===== src/rtl/demux1t4_buf.sv =====
// demux1t4_buf: steers A into one of four one-entry output slots by S; each slot drains on its own V/R pair.
// One-cycle load latency; a full slot only stalls offers to itself. Define DEMUX_CNT_EN for per-channel delivery counters on CNT.
module demux1t4_buf #(
   parameter int WIDTH = 32
) (
   input  logic             clk,
   input  logic             rst,
   input  logic [1:0]       S,
   input  logic [WIDTH-1:0] A,
   input  logic             in_valid,
   output logic             in_ready,
   output logic [WIDTH-1:0] C0,
   output logic [WIDTH-1:0] C1,
   output logic [WIDTH-1:0] C2,
   output logic [WIDTH-1:0] C3,
   output logic [3:0]       V,
   input  logic [3:0]       R
`ifdef DEMUX_CNT_EN
   ,
   output logic [63:0]      CNT
`endif
);

   logic [3:0]       r_full;
   logic [WIDTH-1:0] r_dat [4];
   logic [3:0]       w_sel;
   logic [3:0]       w_load;
   logic [3:0]       w_deliver;
   logic             w_accept;

   // A slot being drained this cycle can be refilled in the same cycle.
   assign w_sel     = 4'b0001 << S;
   assign in_ready  = ~r_full[S] | R[S];
   assign w_accept  = in_valid & in_ready;
   assign w_load    = w_sel & {4{w_accept}};
   assign w_deliver = r_full & R;

   always_ff @(posedge clk or posedge rst) begin
      if (rst) begin
         r_full <= '0;
         for (int k = 0; k < 4; k++) begin
            r_dat[k] <= '0;
         end
      end else begin
         for (int k = 0; k < 4; k++) begin
            if (w_load[k]) begin
               r_full[k] <= 1'b1;
               r_dat[k]  <= A;
            end else if (w_deliver[k]) begin
               r_full[k] <= 1'b0;
            end
         end
      end
   end

   assign V  = r_full;
   assign C0 = r_dat[0];
   assign C1 = r_dat[1];
   assign C2 = r_dat[2];
   assign C3 = r_dat[3];

`ifdef DEMUX_CNT_EN
   logic [15:0] r_cnt [4];

   always_ff @(posedge clk or posedge rst) begin
      if (rst) begin
         for (int k = 0; k < 4; k++) begin
            r_cnt[k] <= '0;
         end
      end else begin
         for (int k = 0; k < 4; k++) begin
            if (w_deliver[k]) begin
               r_cnt[k] <= r_cnt[k] + 16'd1;
            end
         end
      end
   end

   assign CNT = {r_cnt[3], r_cnt[2], r_cnt[1], r_cnt[0]};
`endif

endmodule


===== config.mk =====
export PLATFORM = sky130hd
export DESIGN_NAME = demux1t4_buf
export DESIGN_NICKNAME = d
export VERILOG_FILES = /design/src/rtl/demux1t4_buf.sv
export SDC_FILE = /design/constraint.sdc
export NUM_CORES = 1
export LEC_CHECK = 0
export BUFFER_PORTS_ARGS = -buffer_cell sky130_fd_sc_hd__buf_4
export CAP_MARGIN = 10
export CORE_UTILIZATION = 50
export CTS_CLUSTER_DIAMETER = 150
export CTS_CLUSTER_SIZE = 10
export DETAILED_ROUTE_END_ITERATION = 8
export PLACE_DENSITY = 0.82
export SYNTH_ARGS = -nofsm -noshare
export SYNTH_HDL_FRONTEND = slang
export SYNTH_SLANG_ARGS = --single-unit

===== constraint.sdc =====
create_clock -name clk -period 4.75 [get_ports clk]
set_input_delay 0.2375 -clock clk [delete_from_list [all_inputs] [get_ports clk]]
set_output_delay 0.2375 -clock clk [all_outputs]
set_load 0.005 [all_outputs]

==> report_table.html <==
<table>
<tr><th>Metric</th><th>Value</th></tr>
<tr><th colspan="2">Outcome</th></tr>
<tr><td>Outcome</td><td>finished clean</td></tr>
<tr><th colspan="2">Cells and area</th></tr>
<tr><td>Area overhead of the layout relative to synthesis</td><td>45.6%</td></tr>
<tr><td>Top library cells by usage in the layout, fill and taps aside</td><td>176 x buf_4, 132 x dfrtp_1, 95 x mux2_2, 34 x dlygate4sd3_1, 25 x mux2_4</td></tr>
<tr><td>Number of nets in the layout</td><td>548</td></tr>
<tr><td>Fill cell instance count of the final layout</td><td>between 600 and 700</td></tr>
<tr><td>Proportion of layout cells with a drive suffix above 1</td><td>between 60 and 70%</td></tr>
<tr><td>Diodes inserted</td><td>0</td></tr>
<tr><td>Most frequent standard cell in the layout excluding fill and tap cells</td><td>buf_4</td></tr>
<tr><th colspan="2">CTS</th></tr>
<tr><td>Clk slew on worst S/H paths</td><td>approximately 50 ps</td></tr>
<tr><td>TritonCTS clock tree</td><td>done</td></tr>
<tr><td>Num Clock Sinks</td><td>132</td></tr>
<tr><td>Root Buffer Master</td><td>clkbuf_8</td></tr>
<tr><td>Clk buf depth</td><td>2</td></tr>
<tr><td>Clock latency on the worst-skew pair</td><td>between 500 and 600 ps</td></tr>
<tr><td>Number of clock buffers inserted by TritonCTS</td><td>17</td></tr>
<tr><td>Post-CTS Setup Inserts</td><td>0</td></tr>
<tr><td>Number of H-tree levels</td><td>4</td></tr>
<tr><th colspan="2">Detailed routing</th></tr>
<tr><td>Detailed-routing iteration count for the pre-antenna-repair pass</td><td>4</td></tr>
<tr><td>Total length of routed wires</td><td>approximately 12000 um</td></tr>
<tr><td>Total number of vias</td><td>3261</td></tr>
<tr><td>Drt wl/cell</td><td>roughly 18 um</td></tr>
<tr><td>DR iter-0 viols</td><td>48</td></tr>
<tr><td>Antenna-violating nets left</td><td>0</td></tr>
<tr><td>Residual DRC</td><td>0</td></tr>
<tr><td>Routed via count divided by cell count</td><td>4.99</td></tr>
<tr><th colspan="2">Global routing</th></tr>
<tr><td>Number of global-route vias before repair</td><td>3500</td></tr>
<tr><td>Total overflow reported by the global router</td><td>0</td></tr>
<tr><td>First-pass GRT wire length</td><td>around 19000 um</td></tr>
<tr><td>Pin count of the biggest net entering global routing</td><td>73</td></tr>
<tr><td>Number of antenna violations at the first check in global routing</td><td>0</td></tr>
<tr><td>Overall global routing resource usage</td><td>a little under a quarter</td></tr>
<tr><th colspan="2">Worst hold path</th></tr>
<tr><td>Cell depth of the worst hold path</td><td>4</td></tr>
<tr><td>Min-delay src</td><td>S[1]</td></tr>
<tr><td>Hold path endpoint</td><td>V[1]</td></tr>
<tr><td>Path class of the lowest-slack min-delay path</td><td>in -&gt; reg</td></tr>
<tr><th colspan="2">Synth</th></tr>
<tr><td>Post-Syn Area</td><td>around 5100 um2</td></tr>
<tr><td>Post-Synthesis Net Count</td><td>334</td></tr>
<tr><td>Share of the yosys chip area belonging to registers</td><td>between 60% and 70%</td></tr>
<tr><td>Cell types occupying the most area after synthesis</td><td>dfrtp_1 64%, mux2_2 21%, mux2_4 7.3%</td></tr>
<tr><td>Warnings, synthesis</td><td>0</td></tr>
<tr><td>Syn avg cell area</td><td>17.5 um2</td></tr>
<tr><td>Post-Syn Instances</td><td>approximately 290</td></tr>
<tr><td>Flop and latch count out of synthesis</td><td>approximately 130</td></tr>
<tr><td>Most area-hungry cell type in the Yosys netlist</td><td>dfrtp_1</td></tr>
<tr><td>Area share of the largest cell type after synthesis</td><td>64.5%</td></tr>
<tr><td>Synth cell types</td><td>18</td></tr>
<tr><th colspan="2">Setup path</th></tr>
<tr><td>Logic depth of the worst register-to-register path</td><td>4</td></tr>
<tr><td>Data arrival time of the critical path</td><td>around 2700 ps</td></tr>
<tr><td>End of the worst register-to-register path</td><td>C2[31]</td></tr>
<tr><td>Highest fanout seen on the critical path</td><td>19</td></tr>
<tr><td>Slowest cell on the critical path</td><td>nor3b_4</td></tr>
<tr><td>Type of element launching the critical path</td><td>flip-flop</td></tr>
<tr><td>Start-to-end type of the worst setup path</td><td>reg -&gt; reg</td></tr>
<tr><td>Worst flop-to-flop path startpoint</td><td>V[2]</td></tr>
<tr><td>WP data required</td><td>about 5000 ps</td></tr>
<tr><td>Capturing element type of the critical path</td><td>flip-flop</td></tr>
<tr><td>Slowest Stage Delay on Critical Path</td><td>900 ps</td></tr>
<tr><td>Register-to-register path setup slack</td><td>2450 ps</td></tr>
<tr><td>Cells along the critical path</td><td>nand2b_1 &gt; nor3b_4 &gt; buf_4 &gt; mux2_4</td></tr>
<tr><th colspan="2">Flow run</th></tr>
<tr><td>Number of max-cap violations</td><td>0</td></tr>
<tr><th colspan="2">Power</th></tr>
<tr><td>Cell area power density</td><td>~490 nW/um2</td></tr>
<tr><td>Highest ir drop seen on vdd</td><td>roughly 0.25 mV</td></tr>
<tr><td>LEAKAGE</td><td>between 3 and 4 nW</td></tr>
<tr><th colspan="2">Die</th></tr>
<tr><td>Row Count</td><td>36</td></tr>
<tr><td>Core region area</td><td>a little under 10000 um2</td></tr>
<tr><td>I/O pin cnt</td><td>around 170</td></tr>
<tr><td>Die Area</td><td>between 10000 and 15000 um2</td></tr>
<tr><td>Initial standard-cell utilization of the core</td><td>51.9%</td></tr>
<tr><td>Die Y</td><td>about 100 um</td></tr>
<tr><td>Die Span X</td><td>103 um</td></tr>
<tr><th colspan="2">STA</th></tr>
<tr><td>Minimum clock period</td><td>around 2300 ps</td></tr>
<tr><td>Post-Route Hold Slack</td><td>between 40 and 50 ps</td></tr>
<tr><td>Final Hold Vio Count</td><td>0</td></tr>
<tr><td>Max-Slew Margin vs Limit</td><td>about 27%</td></tr>
<tr><td>Upper clock frequency limit</td><td>435 MHz</td></tr>
<tr><td>Final setup viols</td><td>0</td></tr>
<tr><td>Setup repair after global routing missed its margin</td><td>false</td></tr>
<tr><td>Final worst path period share</td><td>between 40% and 50%</td></tr>
<tr><td>Slew at the pin with the worst max-slew slack</td><td>1090 ps</td></tr>
<tr><td>Sum of negative setup slack</td><td>0 ps</td></tr>
<tr><td>Fin. max-slew vios</td><td>0</td></tr>
<tr><td>Clock skew</td><td>between 6 and 7 ps</td></tr>
<tr><th colspan="2">Placed design</th></tr>
<tr><td>Routability cong.</td><td>~0.72</td></tr>
<tr><td>Port-buffer cells</td><td>173</td></tr>
<tr><td>Post-detailed-placement half-perimeter wirelength</td><td>between 7000 and 8000 um</td></tr>
</table>
-- kinds of logic (layout without fill, tap and decap cells) --
| logic type | after synthesis | count (layout) | synth area share, % |
|---|---|---|---|
| flops | 132 | 132 | 64.5 |
| mux | 129 | 129 | 30.4 |
| buf+inv | 16 | 243 | 2.81 |
| simple gates | 15 | 15 | 2.22 |
| compound gates | 1 | 1 | 0.0976 |
-- stage by stage --
| stage | cell area, um2 | total power (W) | worst slack (ps) | instances | utilization, % |
|---|---|---|---|---|---|
| floorplan | 5120 | 0.00179 | 986 | 293 | - |
| global placement | 6480 | 0.00223 | 2490 | 587 | 65.7 |
| detailed placement | 6480 | 0.00227 | 2430 | 587 | 65.7 |
| CTS | 7460 | 0.00369 | 2430 | 653 | 75.6 |
| global route | 7460 | 0.00384 | 2320 | 653 | 75.6 |
| finish | 7460 | 0.00367 | 2450 | 653 | 75.6 |
-- cells in the mapped netlist, drive strengths merged --
library cell / instances
o21ai: 1
and3: 1
nand3: 1
inv: 1
dfrtp: 132
mux2: 128
nor2b: 2
buf: 15
nand2: 5
nor3b: 1
nand2b: 4
mux4: 1
nand3b: 1
-- per-layer routing --
metal	track usage (%)	vias up	part of all wire (%)
li1	-	1460	-
met1	28.9	1667	41
met5	0	-	0
met2	40.0	120	51
met3	7.19	14	6.0
met4	9.86	0	1.5
-- what timing repair did --
item                                   in CTS  in global routing
endpoints found under the hold margin     189                  0
resized for setup                           0                  0
hold buffers                               34                  0
-- power by group --
group / leakage (nW) / switching (W) / internal, W
Combinational: 1.65 / 0.000253 / 0.000517
Sequential: 1.57 / 0.000141 / 0.00136
Clock: 0.309 / 0.000474 / 0.000921
-- worst max-delay path by stage --
stage	startpoint	end	slack [ps]	depth (start not counted)
after global placement	V[2]	C2[29]	2490	4
after detailed placement	V[2]	C2[29]	2430	4
after CTS	V[2]	C2[31]	2430	4
after floorplan	rst	C0[0]	990	1
final	V[2]	C2[31]	2450	4
after global routing	V[2]	C2[31]	2320	4
-- worst max-delay path: cells and delay by family (launching register included) --
kind,cells,cell delay (ps)
buffers and inverters,1,440
AND/OR/NAND/NOR,2,1010
flip-flops,1,370
multiplexers,1,330
-- area by class of cell --
class	count	area [um2]	area share (%)
Multi-Input combinational cell	145	1680	22.6
Timing Repair Buffer	210	1660	22.3
Inverter	1	6.26	0.0839
Clock inverter	12	203	2.72
Sequential cell	132	3300	44.3
Tap cell	133	166	2.23
Clock buffer	20	435	5.84
-- sequential cells by signal, indices dropped and copies added (netlist names) --
| name | cells |
|---|---|
| C0 | 32 |
| C1 | 32 |
| C2 | 32 |
| C3 | 32 |
| V | 4 |
No activity file was read; power rests on OpenSTA's default activity.
